`src/rtl/memory_stage_pkg.sv`:
```
// Shared types for the memory stage: payload structs, FSM state and access widths.
package memory_stage_pkg;

  // Access width encodings carried in the Execute payload
  typedef enum logic [1:0] {
    MEM_BYTE = 2'b00,
    MEM_HALF = 2'b01,
    MEM_WORD = 2'b10
  } memoryWidth_;

  typedef enum logic {
    MEM_IDLE = 1'b0,
    MEM_WAIT = 1'b1
  } memoryState_;

  typedef struct packed {
    logic [31:0] result;
    logic [31:0] storeData;
    memoryWidth_ memoryWidth;
    logic        memorySigned;
    logic        memoryReadEnable;
    logic        memoryWriteEnable;
    logic        valid;
    logic        illegal;
  } executeMemoryPayload_;

  typedef struct packed {
    logic stall;
    logic flush;
  } control;

  typedef struct packed {
    logic [31:0] result;
    memoryWidth_ memoryWidth;
    logic        memorySigned;
    logic        memoryReadEnable;
    logic        memoryWriteEnable;
    logic        valid;
    logic        illegal;
  } memoryWritebackPayload_;

  // Natural alignment check: halves need an even address, words a multiple of four.
  // Any width code other than byte/half is handled as a word.
  function automatic logic is_misaligned(input memoryWidth_ width, input logic [1:0] offset);
    case (width)
      MEM_BYTE: is_misaligned = 1'b0;
      MEM_HALF: is_misaligned = offset[0];
      default:  is_misaligned = (offset != 2'b00);
    endcase
  endfunction

endpackage

```
`src/rtl/memory_stage_load_align.sv`:
```
// load_align: picks the addressed lane out of a 32-bit read word and extends it.
module load_align
  import memory_stage_pkg::*;
(
  input  logic [31:0] readData,
  input  logic [1:0]  offset,
  input  logic [1:0]  width,
  input  logic        isSigned,
  output logic [31:0] loadData
);

  logic [7:0]  byteLane;
  logic [15:0] halfLane;

  // Select the lane at the byte offset and sign- or zero-extend it
  always_comb begin
    byteLane = readData[8*offset +: 8];
    halfLane = offset[1] ? readData[31:16] : readData[15:0];
    case (width)
      MEM_BYTE: loadData = {{24{isSigned & byteLane[7]}}, byteLane};
      MEM_HALF: loadData = {{16{isSigned & halfLane[15]}}, halfLane};
      default:  loadData = readData;
    endcase
  end

endmodule

```
`src/rtl/memory_stage.sv`:
```
// memory_stage: issues data-memory accesses for the Execute payload, stalls the
// pipe while a response is outstanding, and registers the result toward Writeback.
// Optional feature: define MEM_MISALIGN_TRAP_EN to turn misaligned half/word
// accesses into illegal, access-free instructions; otherwise the offending low
// address bits are ignored.
module memory_stage
  import memory_stage_pkg::*;
(
  input  logic                   clock,
  input  logic                   reset,
  input  executeMemoryPayload_   executeMemoryPayload,
  input  control                 memoryWritebackControl,
  output memoryWritebackPayload_ memoryWritebackPayload,
  output logic                   memoryStallRequest,
  output logic                   dmemRequest,
  output logic                   dmemWrite,
  output logic [31:0]            dmemAddress,
  output logic [31:0]            dmemWriteData,
  output logic [3:0]             dmemByteEnable,
  input  logic                   dmemReady,
  input  logic [31:0]            dmemReadData
);

  memoryState_            state_q, state_d;
  logic                   done_q, done_d;
  logic                   kill_q, kill_d;
  logic [31:0]            readBuffer_q, readBuffer_d;
  memoryWritebackPayload_ payload_q, payload_d;

  logic        memoryOp;
  logic        misaligned;
  logic        trapAccess;
  logic        accessWanted;
  logic        issue;
  logic        complete;
  logic        loadEnable;
  logic [1:0]  effOffset;
  logic [31:0] alignSource;
  logic [31:0] loadData;

  // Decode whether the Execute payload wants a bus access and where it lands
  always_comb begin
    memoryOp   = executeMemoryPayload.valid && !executeMemoryPayload.illegal &&
                 (executeMemoryPayload.memoryReadEnable || executeMemoryPayload.memoryWriteEnable);
    misaligned = is_misaligned(executeMemoryPayload.memoryWidth, executeMemoryPayload.result[1:0]);
`ifdef MEM_MISALIGN_TRAP_EN
    trapAccess = memoryOp && misaligned;
`else
    trapAccess = 1'b0;
`endif
    accessWanted = memoryOp && !trapAccess;
    // Offending low bits are dropped so a misaligned access falls back to its natural boundary
    case (executeMemoryPayload.memoryWidth)
      MEM_BYTE: effOffset = executeMemoryPayload.result[1:0];
      MEM_HALF: effOffset = {executeMemoryPayload.result[1], 1'b0};
      default:  effOffset = 2'b00;
    endcase
    // A completed access parked behind a downstream stall must not be re-issued
    issue = accessWanted && (state_q == MEM_IDLE) && !done_q && !reset;
  end

  // Bus address, write data replication and byte enables follow the held payload
  always_comb begin
    dmemAddress = {executeMemoryPayload.result[31:2], 2'b00};
    case (executeMemoryPayload.memoryWidth)
      MEM_BYTE: begin
        dmemWriteData  = {4{executeMemoryPayload.storeData[7:0]}};
        dmemByteEnable = 4'b0001 << effOffset;
      end
      MEM_HALF: begin
        dmemWriteData  = {2{executeMemoryPayload.storeData[15:0]}};
        dmemByteEnable = 4'b0011 << effOffset;
      end
      default: begin
        dmemWriteData  = executeMemoryPayload.storeData;
        dmemByteEnable = 4'b1111;
      end
    endcase
  end

  // FSM state register
  always_ff @(posedge clock) begin
    if (reset) state_q <= MEM_IDLE;
    else       state_q <= state_d;
  end

  // FSM next state: wait only when the response is not there in the issue cycle
  always_comb begin
    state_d = state_q;
    case (state_q)
      MEM_IDLE: if (issue && !dmemReady) state_d = MEM_WAIT;
      MEM_WAIT: if (dmemReady)           state_d = MEM_IDLE;
      default:                           state_d = MEM_IDLE;
    endcase
  end

  // FSM outputs: request held through WAIT regardless of flush, stall while unanswered
  always_comb begin
    dmemRequest        = !reset && (issue || (state_q == MEM_WAIT));
    dmemWrite          = dmemRequest && executeMemoryPayload.memoryWriteEnable;
    memoryStallRequest = dmemRequest && !dmemReady;
    complete           = dmemRequest && dmemReady;
  end

  // Done flag, flush-kill flag and read buffer bookkeeping
  always_comb begin
    loadEnable = !memoryWritebackControl.flush && !memoryWritebackControl.stall &&
                 !memoryStallRequest;
    // Done lasts from completion until the downstream stall lets the result in
    if (done_q) done_d = memoryWritebackControl.stall;
    else        done_d = complete && memoryWritebackControl.stall;
    // A flush that lands while the instruction is still in this stage must
    // also suppress its eventual valid when it finally loads
    if (loadEnable)
      kill_d = 1'b0;
    else if (memoryWritebackControl.flush &&
             (((state_q == MEM_WAIT) && !dmemReady) || done_d))
      kill_d = 1'b1;
    else
      kill_d = kill_q;
    readBuffer_d = complete ? dmemReadData : readBuffer_q;
    alignSource  = done_q ? readBuffer_q : dmemReadData;
  end

  load_align u_load_align (
    .readData (alignSource),
    .offset   (effOffset),
    .width    (executeMemoryPayload.memoryWidth),
    .isSigned (executeMemoryPayload.memorySigned),
    .loadData (loadData)
  );

  // MEM/WB register next value: flush clears valid, stalls hold, otherwise load
  always_comb begin
    payload_d = payload_q;
    if (memoryWritebackControl.flush) begin
      payload_d.valid = 1'b0;
    end else if (loadEnable) begin
      payload_d.result            = (accessWanted && executeMemoryPayload.memoryReadEnable) ?
                                    loadData : executeMemoryPayload.result;
      payload_d.memoryWidth       = executeMemoryPayload.memoryWidth;
      payload_d.memorySigned      = executeMemoryPayload.memorySigned;
      payload_d.memoryReadEnable  = executeMemoryPayload.memoryReadEnable;
      payload_d.memoryWriteEnable = executeMemoryPayload.memoryWriteEnable;
      payload_d.valid             = executeMemoryPayload.valid && !kill_q;
      payload_d.illegal           = executeMemoryPayload.illegal || trapAccess;
    end
  end

  // Control flops and the MEM/WB register
  always_ff @(posedge clock) begin
    if (reset) begin
      done_q    <= 1'b0;
      kill_q    <= 1'b0;
      payload_q <= '0;
    end else begin
      done_q    <= done_d;
      kill_q    <= kill_d;
      payload_q <= payload_d;
    end
  end

  // Response capture for results that must wait out a downstream stall
  always_ff @(posedge clock) begin
    readBuffer_q <= readBuffer_d;
  end

  assign memoryWritebackPayload = payload_q;

endmodule

```
`config.mk`:
```
export PLATFORM = sky130hd
export DESIGN_NAME = memory_stage
export DESIGN_NICKNAME = d
export VERILOG_FILES = /design/src/rtl/memory_stage_pkg.sv /design/src/rtl/memory_stage_load_align.sv /design/src/rtl/memory_stage.sv
export SDC_FILE = /design/constraint.sdc
export NUM_CORES = 1
export LEC_CHECK = 0
export BUFFER_PORTS_ARGS = -buffer_cell sky130_fd_sc_hd__buf_2
export CAP_MARGIN = 20
export CORE_ASPECT_RATIO = 0.8
export CORE_UTILIZATION = 40
export DETAILED_ROUTE_END_ITERATION = 12
export PLACE_DENSITY_LB_ADDON = 0.25
export REMOVE_ABC_BUFFERS = 1
export SLEW_MARGIN = 20
export SYNTH_ARGS = -nofsm -noshare
export SYNTH_HDL_FRONTEND = slang
export SYNTH_SLANG_ARGS = --single-unit
export TNS_END_PERCENT = 50
```
`constraint.sdc`:
```
create_clock -name clock -period 2.95 [get_ports clock]
set_input_delay 0.1475 -clock clock [delete_from_list [all_inputs] [get_ports clock]]
set_output_delay 0.1475 -clock clock [all_outputs]
set_load 0.01 [all_outputs]
```
==> summary.md <==
| Metric | Value |
|---|---|
| Period utilization | `74.4%` |
| Worst reg-to-reg path cell count | `6` |
| Vias in the first global route | `4230` |
| GRT Total Usage | `24.9%` |
| Initial Util | `41.7%` |
| Syn_area_per_cell | `9.20 µm²` |
| Pins Over Slew Limit | `0` |
| Fin nets | `782` |
| Largest net degree at the start of global routing | `46` |
| DRC viols | `0` |
| CTS tree | `yes` |
| Hold slack | `0.00531 ns` |
| DIE HEIGHT | `98.1 µm` |
| Syn. warnings | `0` |
| Yosys top cell area share | `20.8%` |
| Worst-path clk slew | `0.05 ns` |
| Clock root cell | `clkbuf_16` |
| Die W | `122 µm` |
| Die area | `12000 µm²` |
| Setup crit end kind | `register` |
| Yosys top cell by area | `edfxtp_1` |
| Final setup vio count | `0` |
| Seq/Total Area, Yosys | `39.0%` |
| Hold Crit Class | `in2reg` |
| Startpoint types | `register` |
| Max Fanout on Critical Path | `16` |
| Top post-synthesis cells by area | `edfxtp_1 21%, dfxtp_1 18%, mux2_2 8.0%` |
| Vias per cell | `5.54` |
| WL final | `14.9 mm` |
| Core ar. | `11100 µm²` |
| Grt total ovfl | `0` |
| Rows | `34` |
| IO buf count | `215` |
| Vias | `4559` |
| CTS Buf Count | `9` |
| Post-synth design cell area | `4620 µm²` |
| Post-CTS setup buffer count | `0` |
| RSZ-0062 raised after global routing | `false` |
| Most used DFF post-synth | `dfxtp_1` |
| Final GP Congestion | `0.856` |
| Min-delay src | `dmemReadData[21]` |
| Reg-to-reg endpoint | `memoryWritebackPayload[30]` |
| Area delta synth->final | `26.5%` |
| Max VDD drop | `0.000337 V` |
| Outcome | `finished, final reports clean` |
| Post-synth EDFFs | `32` |
| Initial antenna violation count | `0` |
| WL per Instance | `18.1 µm` |
| Synthesized instance count | `502` |
| Synth Register Bits | `74` |
| H-tree depth | `3` |
| Depth of the worst hold-timing path | `1` |
| # clock sinks | `74` |
| Global-route wire length before repair | `22.6 mm` |
| Diodes inserted | `0` |
| Crit Path Class | `reg2reg` |
| Final Hold Fails | `0` |
| Post-CTS sizing | `0` |
| Worst EP arrival | `2.41 ns` |
| Fmax | `456 MHz` |
| Total power | `2.68 mW` |
| Async S/R FF share, synth | `0%` |
| Setup TNS | `0 ns` |
| Post-layout minimum cycle time | `2.19 ns` |
| Hold Path Sink | `readBuffer_q[21]` |
| Power per cell area | `460 nW/µm²` |
| Reg2Reg Launch Point | `done_q` |
| Clk_lat worst skew | `0.33 ns` |
| Least-Margin Pin Slew | `0.884 ns` |
| Layout Skew | `0.00424 ns` |
| Data required time of the worst path | `3.17 ns` |
| Hpwl dp | `11.1 mm` |
| First-pass iteration count of the detailed router | `5` |
| Synth cell types | `55` |
| Max-Cap Viols | `0` |
| Slew HR | `41.0%` |
| Share of cells above drive strength 1 | `41.5%` |
| Flop-to-flop setup slack | `0.76 ns` |
| Pleak | `2.63 nW` |
| Initial DRC count | `294` |
| I/O Pins | `218` |
| Remaining antenna violation count after routing | `0` |
| Clock tree buffer depth | `2` |
-- layout make-up --
type	instances	area (µm²)
clock buffer	12	246
tap	144	180
fill	1055	5220
sequential	74	1800
timing repair buffer	236	1250
multi-input combinational	347	2320
inverter	6	22.5
clock inverter	4	17.5
-- state kept, by name (all words and copies together) (netlist names) --
register                flops
done_q                      1
readBuffer_q               32
kill_q                      1
state_q                     1
memoryWritebackPayload     39
-- placed cells by master (no fill, tap or decap), drive strengths merged, types with 6 or more instances in the layout --
cell type	Yosys	final
a21o	7	7
a21oi	23	23
a221oi	8	8
a22o	11	11
a22oi	8	8
buf	57	228
clkbuf	19	12
dfxtp	42	42
dlygate4sd3	0	8
edfxtp	32	32
inv	6	6
mux2	33	33
mux2i	30	30
nand2	52	52
nand3	10	10
nor2	44	44
nor3	12	12
o21ai	43	43
o221ai	8	8
-- power breakdown --
part           total (mW)  switching, mW  leakage (nW)  internal, mW
Clock               0.984          0.401         0.131         0.584
Sequential           1.13         0.0224         0.634          1.11
Combinational       0.565          0.324          1.87         0.241
Total                2.68          0.747          2.63          1.94
-- cells in the mapped netlist (all sizes together) (2+ instances only) --
master / count
a311oi: 3
nor2b: 4
a2111oi: 2
nor3: 12
a211oi: 5
and2: 3
nand2: 52
a21o: 7
nor3b: 2
mux2: 33
o21ai: 43
nand2b: 5
mux2i: 30
dfxtp: 42
o31ai: 5
a221oi: 8
o21bai: 2
buf: 57
or3b: 2
a21oi: 23
a22oi: 8
nand3: 10
inv: 6
nor2: 44
edfxtp: 32
o221ai: 8
clkbuf: 19
a22o: 11
nor4: 2
and3: 4
a31oi: 2
-- repair_timing --
action                                  4_1_cts  5_1_grt
hold buffers                                  8        0
hold endpoints to repair                      8        0
endpoints found under the setup margin        0        0
-- logic make-up (layout without fill, tap and decap cells) --
group	after synthesis	after routing	synth area share [%]
mux	64	64	15.0
compound gates	136	136	20.7
other cells	1	2	0.0812
buf+inv	82	258	10.9
flops	74	74	39.0
simple gates	145	145	14.3
-- critical path, stage by stage (launching register included) --
cell and delay, ns:
dfxtp_2 0.45, mux4_2 0.52, and3_1 0.22, a311oi_4 0.25, buf_4 0.28, o21ai_0 0.14
a22o_1 0.22
-- stage by stage --
stage                     instance area (µm²)  setup slack [ns]  instances  utilization [%]
after global routing                     5840             0.646        823             52.8
after CTS                                5840             0.775        823             52.8
after global placement                   5500             0.791        799             49.7
final                                    5840             0.756        823             52.8
after detailed placement                 5500             0.731        799             49.7
after floorplan                          4140           -0.0326        427                -
-- how the worst max path moves through the flow --
| stage | start | endpoint | slack, ns | cells after the start |
|---|---|---|---|---|
| CTS | done_q | memoryWritebackPayload[22] | 0.78 | 5 |
| global placement | done_q | memoryWritebackPayload[22] | 0.79 | 5 |
| floorplan | done_q | memoryWritebackPayload[26] | -0.03 | 5 |
| global route | done_q | memoryWritebackPayload[19] | 0.65 | 5 |
| finish | done_q | memoryWritebackPayload[30] | 0.76 | 6 |
| detailed placement | executeMemoryPayload[6] | memoryWritebackPayload[30] | 0.73 | 8 |
-- metal layers --
metal | up-vias | track usage [%] | share of wire (%)
met4 | 0 | 6.19 | 1.4
met5 | - | 0 | 0
li1 | 2154 | - | -
met2 | 256 | 41.7 | 47
met3 | 15 | 5.67 | 8.4
met1 | 2134 | 32.2 | 43
Power figures use the tool's default switching activity.
